File: src/rtl/fc_snapshot_pkg.sv
// Shared constants for the frequency-counter snapshot queue: register map,
// STATUS bit layout and field widths.
package fc_snapshot_pkg;

  localparam logic [7:0] OFF_STATUS  = 8'h00;
  localparam logic [7:0] OFF_REF_SYS = 8'h04;
  localparam logic [7:0] OFF_SIG     = 8'h08;
  localparam logic [7:0] OFF_SIG_SYS = 8'h0C;
  localparam logic [7:0] OFF_EPOCH   = 8'h10;
  localparam logic [7:0] OFF_CTRL    = 8'h14;
  localparam logic [7:0] OFF_TSTAMP  = 8'h18;

  localparam int ST_EMPTY_BIT = 8;
  localparam int ST_FULL_BIT  = 9;
  localparam int ST_OVF_BIT   = 10;
  localparam int ST_DROP_LSB  = 16;

  localparam int EPOCH_BITS = 8;
  localparam int DROP_BITS  = 8;

  function automatic logic [31:0] pack_status(input logic [4:0] count, input logic empty,
                                              input logic full, input logic ovf,
                                              input logic [DROP_BITS-1:0] drop);
    logic [31:0] s;
    s = 32'd0;
    s[4:0] = count;
    s[ST_EMPTY_BIT] = empty;
    s[ST_FULL_BIT] = full;
    s[ST_OVF_BIT] = ovf;
    s[ST_DROP_LSB +: DROP_BITS] = drop;
    return s;
  endfunction

endpackage

File: src/rtl/fc_snapshot_fifo.sv
// Synchronous FIFO with flush; a push is accepted while full when a pop
// retires the head in the same cycle, and a pop on empty is ignored.
module fc_snapshot_fifo #(
  parameter int DEPTH = 4,
  parameter int WIDTH = 104
) (
  input  logic             clk,
  input  logic             reset,
  input  logic             flush,
  input  logic             push,
  input  logic             pop,
  input  logic [WIDTH-1:0] din,
  output logic [4:0]       count,
  output logic             full,
  output logic             empty,
  output logic [WIDTH-1:0] head
);

  localparam int PW = $clog2(DEPTH);

  logic [WIDTH-1:0] mem_r [DEPTH];
  logic [PW-1:0]    wr_ptr_r;
  logic [PW-1:0]    rd_ptr_r;
  logic [4:0]       count_r;
  logic             push_ok_s;
  logic             pop_ok_s;

  assign full      = (count_r == 5'(DEPTH));
  assign empty     = (count_r == 5'd0);
  assign count     = count_r;
  assign head      = mem_r[rd_ptr_r];
  assign pop_ok_s  = pop && !empty;
  assign push_ok_s = push && (!full || pop_ok_s);

  // Pointer and occupancy bookkeeping.
  always_ff @(posedge clk) begin
    if (reset || flush) begin
      wr_ptr_r <= '0;
      rd_ptr_r <= '0;
      count_r  <= 5'd0;
    end else begin
      if (push_ok_s) wr_ptr_r <= wr_ptr_r + PW'(1);
      if (pop_ok_s) rd_ptr_r <= rd_ptr_r + PW'(1);
      case ({push_ok_s, pop_ok_s})
        2'b10:   count_r <= count_r + 5'd1;
        2'b01:   count_r <= count_r - 5'd1;
        default: count_r <= count_r;
      endcase
    end
  end

  // Entry storage; contents are qualified by the pointers, so no reset.
  always_ff @(posedge clk) begin
    if (push_ok_s && !flush) mem_r[wr_ptr_r] <= din;
  end

endmodule

File: src/rtl/fc_snapshot_queue.sv
// Snapshot queue between the frequency counter and the picosoc iomem bus.
// Optional macro FC_QUEUE_TIMESTAMP_EN adds a per-entry cycle timestamp at 0x18.
module fc_snapshot_queue
  import fc_snapshot_pkg::*;
#(
  parameter int          DEPTH     = 4,
  parameter int          CNT_BITS  = 32,
  parameter logic [31:0] BASE_ADDR = 32'h0300_0100
) (
  input  logic                clk,
  input  logic                reset,
  input  logic                cap_pulse,
  input  logic [CNT_BITS-1:0] ref_sys_cnt,
  input  logic [CNT_BITS-1:0] sig_cnt,
  input  logic [CNT_BITS-1:0] sig_sys_cnt,
  input  logic                iomem_valid,
  output logic                iomem_ready,
  input  logic [3:0]          iomem_wstrb,
  input  logic [31:0]         iomem_addr,
  input  logic [31:0]         iomem_wdata,
  output logic [31:0]         iomem_rdata,
  output logic                irq
);

  localparam int DATA_BITS = 3 * CNT_BITS + EPOCH_BITS;
`ifdef FC_QUEUE_TIMESTAMP_EN
  localparam int ENTRY_BITS = DATA_BITS + 32;
`else
  localparam int ENTRY_BITS = DATA_BITS;
`endif

  logic                  enable_r;
  logic                  overflow_r;
  logic [DROP_BITS-1:0]  drop_cnt_r;
  logic [EPOCH_BITS-1:0] epoch_r;
  logic [EPOCH_BITS-1:0] epoch_next_s;
  logic                  dec_s, wr_s, clear_s, pop_s, cap_s, drop_s, ctrl_wr_s;
  logic [7:0]            off_s;
  logic [4:0]            count_s;
  logic                  full_s, empty_s;
  logic [ENTRY_BITS-1:0] din_s, head_s, head_m_s;
  logic [31:0]           rd_s;
  logic                  unused_bits;

  assign off_s        = iomem_addr[7:0];
  assign dec_s        = iomem_valid && !iomem_ready && (iomem_addr[31:8] == BASE_ADDR[31:8]);
  assign wr_s         = dec_s && (iomem_wstrb != 4'd0);
  assign ctrl_wr_s    = wr_s && (off_s == OFF_CTRL);
  assign clear_s      = ctrl_wr_s && iomem_wdata[1];
  assign pop_s        = wr_s && (off_s == OFF_EPOCH);
  assign cap_s        = cap_pulse && enable_r && !clear_s;
  // A pop on a full FIFO always succeeds, so it makes room for the capture.
  assign drop_s       = cap_s && full_s && !pop_s;
  assign epoch_next_s = epoch_r + 8'd1;
  assign head_m_s     = empty_s ? '0 : head_s;
  assign unused_bits  = &{1'b0, iomem_wdata[31:2]};

`ifdef FC_QUEUE_TIMESTAMP_EN
  logic [31:0] tstamp_r;

  // Free-running cycle counter sampled into each captured entry.
  always_ff @(posedge clk) begin
    if (reset) tstamp_r <= 32'd0;
    else       tstamp_r <= tstamp_r + 32'd1;
  end

  assign din_s = {tstamp_r, epoch_next_s, sig_sys_cnt, sig_cnt, ref_sys_cnt};
`else
  assign din_s = {epoch_next_s, sig_sys_cnt, sig_cnt, ref_sys_cnt};
`endif

  fc_snapshot_fifo #(
    .DEPTH (DEPTH),
    .WIDTH (ENTRY_BITS)
  ) u_fifo (
    .clk   (clk),
    .reset (reset),
    .flush (clear_s),
    .push  (cap_s),
    .pop   (pop_s),
    .din   (din_s),
    .count (count_s),
    .full  (full_s),
    .empty (empty_s),
    .head  (head_s)
  );

  // Register read mux; head fields are zero-extended and read 0 when empty.
  always_comb begin
    rd_s = 32'd0;
    case (off_s)
      OFF_STATUS:  rd_s = pack_status(count_s, empty_s, full_s, overflow_r, drop_cnt_r);
      OFF_REF_SYS: rd_s = 32'(head_m_s[CNT_BITS-1:0]);
      OFF_SIG:     rd_s = 32'(head_m_s[2*CNT_BITS-1:CNT_BITS]);
      OFF_SIG_SYS: rd_s = 32'(head_m_s[3*CNT_BITS-1:2*CNT_BITS]);
      OFF_EPOCH:   rd_s = 32'(head_m_s[DATA_BITS-1:3*CNT_BITS]);
      OFF_CTRL:    rd_s = {31'd0, enable_r};
`ifdef FC_QUEUE_TIMESTAMP_EN
      OFF_TSTAMP:  rd_s = head_m_s[ENTRY_BITS-1:DATA_BITS];
`endif
      default:     rd_s = 32'd0;
    endcase
  end

  // Control, epoch and drop accounting; clear wins over a same-cycle capture.
  always_ff @(posedge clk) begin
    if (reset) begin
      enable_r   <= 1'b0;
      overflow_r <= 1'b0;
      drop_cnt_r <= 8'd0;
      epoch_r    <= 8'd0;
    end else if (clear_s) begin
      enable_r   <= iomem_wdata[0];
      overflow_r <= 1'b0;
      drop_cnt_r <= 8'd0;
      epoch_r    <= 8'd0;
    end else begin
      if (ctrl_wr_s) enable_r <= iomem_wdata[0];
      if (cap_s) epoch_r <= epoch_next_s;
      if (drop_s) begin
        overflow_r <= 1'b1;
        if (drop_cnt_r != 8'hFF) drop_cnt_r <= drop_cnt_r + 8'd1;
      end
    end
  end

  // Bus response and interrupt level.
  always_ff @(posedge clk) begin
    if (reset) begin
      iomem_ready <= 1'b0;
      iomem_rdata <= 32'd0;
      irq         <= 1'b0;
    end else begin
      iomem_ready <= dec_s;
      if (dec_s) iomem_rdata <= rd_s;
      irq <= enable_r && !empty_s;
    end
  end

endmodule

File: config.mk
export PLATFORM = sky130hd
export DESIGN_NAME = fc_snapshot_queue
export DESIGN_NICKNAME = d
export VERILOG_FILES = /design/src/rtl/fc_snapshot_pkg.sv /design/src/rtl/fc_snapshot_fifo.sv /design/src/rtl/fc_snapshot_queue.sv
export SDC_FILE = /design/constraint.sdc
export NUM_CORES = 1
export LEC_CHECK = 0
export CORE_MARGIN = 2
export CORE_UTILIZATION = 50
export CTS_BUF_LIST = sky130_fd_sc_hd__clkbuf_8
export DETAILED_ROUTE_END_ITERATION = 10
export HOLD_SLACK_MARGIN = 0.08
export PLACE_DENSITY = 0.77
export SETUP_SLACK_MARGIN = 0.5
export SKIP_CTS_REPAIR_TIMING = 1
export SYNTH_ARGS = -nofsm -noshare
export SYNTH_HDL_FRONTEND = slang
export SYNTH_HIERARCHICAL = 1
export SYNTH_SLANG_ARGS = --single-unit
File: constraint.sdc
create_clock -name clk -period 5.5 [get_ports clk]
set_input_delay 0.825 -clock clk [delete_from_list [all_inputs] [get_ports clk]]
set_output_delay 0.825 -clock clk [all_outputs]
set_load 0.02 [all_outputs]
After elaboration in Yosys (flattened, before gate mapping)
Memory sizes are Yosys's and may differ from the RTL's. A register that Yosys moved wholly into a read port is not among the register bits.
Cells that the tools add are included.
{ "word_totals": {"ramBits": 416, "output_inout_bits": 34, "elab_cells": 64, "mem_count": 1, "in_bits": 168, "reg_bits": 61} }
{ "classes": {"n_addsub": 6, "n_reduce_logical": 28, "mux": 9, "n_eq_ne": 10} }
{ "mem_list": {"columns": ["name", "depth", "word_bits", "rd", "rd_clocked_by_memory_dff", "wr", "line_no", "text"], "rows": [
  ["u_fifo.mem_r", 4, 104, 1, 1, 1, "fc_snapshot_fifo.sv:21", "logic [WIDTH-1:0] mem_r [DEPTH];"]
]} }
{ "op_table": {"columns": ["operator", "count"], "rows": [
  ["32-bit case mux with 6 select lines", 1],
  ["104-bit two-way mux", 1],
  ["24-bit by 18-bit equality test with 1-bit output (second input constant)", 1],
  ["8-bit by 1-bit adder with 8-bit output (second input constant)", 2],
  ["8-bit by 4-bit equality test with 1-bit output (second input constant)", 2],
  ["8-bit by 5-bit equality test with 1-bit output (second input constant)", 2],
  ["1-bit logical AND", 14],
  ["5-bit case mux with 2 select lines", 1],
  ["8-bit by 3-bit equality test with 1-bit output (second input constant)", 1],
  ["8-bit logical NOT", 1],
  ["8-bit != test (second input constant)", 1],
  ["5-bit by 1-bit adder with 5-bit output (second input constant)", 1],
  ["5-bit by 3-bit equality test with 1-bit output (second input constant)", 1],
  ["1-bit logical NOT", 5],
  ["5-bit logical NOT", 1],
  ["5-bit by 1-bit subtractor with 5-bit output (second input constant)", 1],
  ["2-bit by 1-bit adder with 2-bit output (second input constant)", 2],
  ["1-bit two-way mux", 4],
  ["2-bit two-way mux", 2],
  ["2-bit nonzero test", 2],
  ["4-bit nonzero test", 1],
  ["2-bit by 1-bit equality test with 1-bit output (second input constant)", 1],
  ["2-bit equality test (second input constant)", 1],
  ["1-bit logical OR", 2],
  ["2 further kinds", 2]
]} }

Depth between registers and ports, before layout
{ "logic_depth": {"depth_word": 12, "ltp_mapped": 12, "depth_no_buf": 12} }

By module
The synthesis kept the hierarchy.
{ "modules_own_cells": {"columns": ["mod", "seq_area_each_um2", "area_each_um2", "cells_each", "n_inst"], "rows": [
  ["fc_snapshot_fifo", 12712.2, 15685.0, 629, 1],
  ["fc_snapshot_queue", 1041.0, 3189.3, 380, 1]
]} }

Worst setup path before layout
Ideal clock, no wire load.
{ "synth_path": {"path_kind": "input to register", "startpoint": "in iomem_addr[5]", "endpoint": "mem u_fifo.mem_r[0][0] (enable)", "path_slack_ps": 25, "setup_ps": 475, "path_buffers": 0, "required_time_ps": 5025, "path_stages": 7, "arrival_time_ps": 5000, "cell_sequence": "or4_4 -> nor2_1 -> nand3_1 -> nor2_1 -> o31ai_4 -> nor2_1 -> and2_1"} }
{ "synth_via": {"elab_cells_between_ends": 13, "classes_between": "eq/ne: 2; mux: 2; reduce/logical: 9"} }
{ "synth_lines": {"columns": ["item", "line_no", "text"], "rows": [
  ["start, declared", "fc_snapshot_queue.sv:19", "input logic [31:0] iomem_addr,"],
  ["8-bit by 5-bit equality test with 1-bit output", "fc_snapshot_queue.sv:50", "assign pop_s = wr_s && (off_s == OFF_EPOCH);"],
  ["1-bit logical AND", "fc_snapshot_queue.sv:50", null],
  ["net pop_s", "fc_snapshot_queue.sv:37", "logic dec_s, wr_s, clear_s, pop_s, cap_s, drop_s, ctrl_wr_s;"],
  ["1-bit logical AND", "fc_snapshot_fifo.sv:32", "assign pop_ok_s = pop && !empty;"],
  ["1-bit logical OR", "fc_snapshot_fifo.sv:33", "assign push_ok_s = push && (!full || pop_ok_s);"],
  ["1-bit logical AND", "fc_snapshot_fifo.sv:33", null],
  ["1-bit logical AND", "fc_snapshot_fifo.sv:54", "if (push_ok_s && !flush) mem_r[wr_ptr_r] <= din;"],
  ["1-bit two-way mux", "fc_snapshot_fifo.sv:54", null],
  ["1-bit two-way mux (implied by the code)", "fc_snapshot_fifo.sv:54", null],
  ["end, declared", "fc_snapshot_fifo.sv:21", null]
]} }
The timed path passes the listed nets, and every way through them passes these cells.

Worst setup path in the final report
{ "layout_path": {"startpoint": "in iomem_addr[13]", "endpoint": "mem u_fifo.mem_r[1][20] (enable)"} }
{ "layout_via": {"elab_cells_between_ends": 14, "classes_between": "eq/ne: 1; mux: 2; reduce/logical: 11"} }
{ "layout_lines": {"columns": ["item", "line_no", "text"], "rows": [
  ["24-bit by 18-bit equality test with 1-bit output", "fc_snapshot_queue.sv:46", "assign dec_s = iomem_valid && !iomem_ready && (iomem_addr[31:8] == BASE_ADDR[31:8]);"],
  ["1-bit logical AND", "fc_snapshot_queue.sv:46", null],
  ["1-bit logical AND", "fc_snapshot_queue.sv:47", "assign wr_s = dec_s && (iomem_wstrb != 4'd0);"],
  ["1-bit logical AND", "fc_snapshot_queue.sv:50", null],
  ["net pop_s", "fc_snapshot_queue.sv:37", null],
  ["1-bit logical AND", "fc_snapshot_fifo.sv:32", null],
  ["1-bit logical OR", "fc_snapshot_fifo.sv:33", null],
  ["1-bit logical AND", "fc_snapshot_fifo.sv:33", null],
  ["1-bit logical AND", "fc_snapshot_fifo.sv:54", null],
  ["1-bit two-way mux", "fc_snapshot_fifo.sv:54", null],
  ["1-bit two-way mux (implied by the code)", "fc_snapshot_fifo.sv:54", null]
]} }
The timed path passes the listed nets, and every way through them passes these cells.

==> run metrics <==
TritonRoute pass-1 iters 5; Tot Pwr 6.87 mW; Critical-path top delay cell and4_1; Max-Cap Viols 0; status finished clean; vias in the first global route 10600; cell count after placement 1656; Total GRT Usage 0.204; fmax 250 MHz; Initial Utilization 0.505; combinational power share 0.029; DRT Wirelength 39200 µm; Unique masters post-synth 63; via count 10200; Slew Viols, Final 0; Routed Antenna Nets 0; Gate Count Post-Synth 1009; Setup CP Type in2reg; die area 0.0393 mm²; maximum resistive drop on vdd 0.319 mV; DRT iter0 DRCs 763; sw frac 0.203; Final Skew 0.0268 ns; count leader, synth edfxtp_1; main combinational cell family by area after synthesis multiplexers; Clk network pwr share 0.398; ranking of synthesized cells by area edfxtp_1, mux4_2, dfxtp_1, mux2i_1, nor2_1; Syn-to-layout area delta 19.9%; EDFF count, synth 416; Skew-Pair Late Insertion Delay 0.61 ns; largest net degree at the start of global routing 71; TritonCTS Sinks 479; Final Critical Period 3.99 ns; crit path cell chain clkdlybuf4s50_1 > nor4_1 > and4_1 > nand2_1 > nor2_1 > buf_4 > o31ai_4 > nor2_1 > and2_4 > buf_12; Yosys top cell by area edfxtp_1; top cell type's share of synthesized area 0.662; CP max FO 64; Synth Area in XOR/XNOR 0.00789; Crit path largest cell delay 0.60 ns; sequential area share after synthesis 0.729; first-pass GRT wire length 59600 µm; DRC viols 0; Worst Path Arrival 4.23 ns; unrepaired setup endpoints after global routing no; hpwl dp 23600 µm; Worst slew margin 0.265; Remaining Overflow, GRT 0; RePlAce Congestion 0.854; CP Capture Type flop; ratio of cells with drive above 1 in the final layout 0.192; pwr/cell area 304 mW/mm²; initial antenna violation count 5; Finished Layout Cells 1796; final worst path period share 0.726; Int Pwr 5.48 mW; post-synthesis register bit count 479; H-tree Lvls 3; Via density 5.69; nature of the critical path startpoint primary input; Worst-Margin Slew 1.10 ns; post-synthesis simple-gate area fraction 0.0449; Num CTS Buffers 74; synth cell count leaders edfxtp_1, mux4_2, nor2_1; post-synthesis compound-gate area fraction 0.0552; Clock Tree Root clkbuf_8; TritonCTS clock tree built; clock-pin transition on the worst setup and hold timing paths 0.06 ns; # nets final 1399; Sw Pwr 1.40 mW; Synth Flop Type edfxtp_1; syn_nets 1187; Critical Path Most Common Cell nor2_1; Buf/Inv on CP 3; clock buffer depth 3; FILL cells 2737; Port Buffer Count 171; CP top delay family simple AND/OR/NAND/NOR gates; Mapped Avg Cell Area 18.7 µm²; core area 0.0374 mm²; DIE WIDTH 198 µm; Crit path required time 5.73 ns; Seq pwr share 0.573; Post-Route Setup TNS 0 ns; Rows 71; asr flop ratio synth 0; Die H 198 µm; Setup violations, final 0; Pleak 7.25 nW; Post-Synth Adder-Cell Area 0.00703; Hold Fails Final Rpt 0; Worst Hold Class reg2reg; mux contribution to synthesized area 0.140; routed length per instance 21.8 µm; I/O pin cnt 202; synthesized cell area 0.0189 mm²; Ys Warns 6
[kinds of logic (layout without fill, tap and decap cells)]
group | count (synthesis) | after routing
compound gates | 141 | 141
xor+xnor | 17 | 17
flops | 479 | 479
simple gates | 161 | 161
other cells | 0 | 3
mux | 133 | 133
fa+ha+maj | 10 | 10
buf+inv | 68 | 341
[routing by layer]
layer / global-route usage / vias up / wire, µm
li1: - / 4563 / -
met1: 0.265 / 5215 / 15900
met2: 0.332 / 375 / 19300
met3: 0.0499 / 73 / 2830
met4: 0.0877 / 2 / 1160
met5: 0 / - / 11
[cells in the final DEF (no fill, tap or decap), types with 8 or more instances in the layout]
| cell | Yosys | routed |
|---|---|---|
| a31oi_1 | 15 | 15 |
| ha_1 | 9 | 9 |
| mux4_2 | 104 | 104 |
| buf_4 | 3 | 11 |
| o2111ai_1 | 9 | 9 |
| o2bb2ai_2 | 10 | 10 |
| mux2i_1 | 28 | 28 |
| clkbuf_8 | 0 | 83 |
| buf_12 | 0 | 8 |
| dfxtp_1 | 63 | 61 |
| inv_1 | 12 | 52 |
| edfxtp_1 | 416 | 416 |
| a22oi_1 | 8 | 8 |
| a21oi_1 | 42 | 42 |
| nor2_1 | 64 | 63 |
| clkdlybuf4s50_1 | 0 | 170 |
| nand3_1 | 19 | 19 |
| a21boi_0 | 10 | 10 |
| nand2_1 | 18 | 18 |
| xnor2_1 | 11 | 11 |
| o22ai_1 | 10 | 10 |
| a22o_1 | 8 | 8 |
[power by group through the flow]
stage               Combinational [mW]  Sequential (mW)  Clock, mW
CTS                              0.199             3.94       2.82
detailed placement               0.199             4.01          0
global route                     0.212             3.94       2.97
finish                           0.198             3.94       2.74
global placement                 0.192             4.01          0
floorplan                       0.0452             4.02          0
[final cells by class]
class	count	area [µm²]	share of cell area
Sequential cell	479	13800	0.608
Multi-Input combinational cell	462	4830	0.213
Timing Repair Buffer	190	1950	0.0861
Clock buffer	83	1140	0.0505
Tap cell	511	639	0.0282
Clock inverter	54	256	0.0113
Inverter	14	52.6	0.00232
Antenna cell	3	7.51	0.000332
[through the flow]
step	hold WS (ns)	instance area [µm²]	setup WS (ns)	util
2_1_floorplan	0.449	18900	1.18	-
6_report	0.462	22600	1.51	0.605
5_1_grt	0.484	22600	1.34	0.605
3_3_place_gp	0.440	21200	1.01	0.568
4_1_cts	0.464	22600	1.57	0.605
3_5_place_dp	0.456	21200	0.930	0.568
[flip-flops by register name, summed over array words and instances (netlist names), named ones only]
register	count
drop_cnt_r	8
enable_r	1
epoch_r	8
iomem_rdata	32
iomem_ready	1
irq	1
overflow_r	1
u_fifo/count	5
u_fifo/mem_r	416
u_fifo/rd_ptr_r	2
u_fifo/wr_ptr_r	2
[final timing paths]
path,depth (start not counted),start,endpoint,slack [ns]
worst min register to register,2,iomem_rdata[8],iomem_rdata[8],0.46
worst max register to register,9,iomem_ready,u_fifo/mem_r[1][20],1.88
worst min-delay path,2,iomem_rdata[8],iomem_rdata[8],0.46
worst max-delay path,10,iomem_addr[13],u_fifo/mem_r[1][20],1.51
[worst min-delay path: cells and delay by family, from the launching register on]
family,cells,cell delay [ns]
AO/OA/AOI/OAI,1,0.05
AND/OR/NAND/NOR,1,0.05
flip-flops,1,0.31
(Power assumes the default switching activity.)
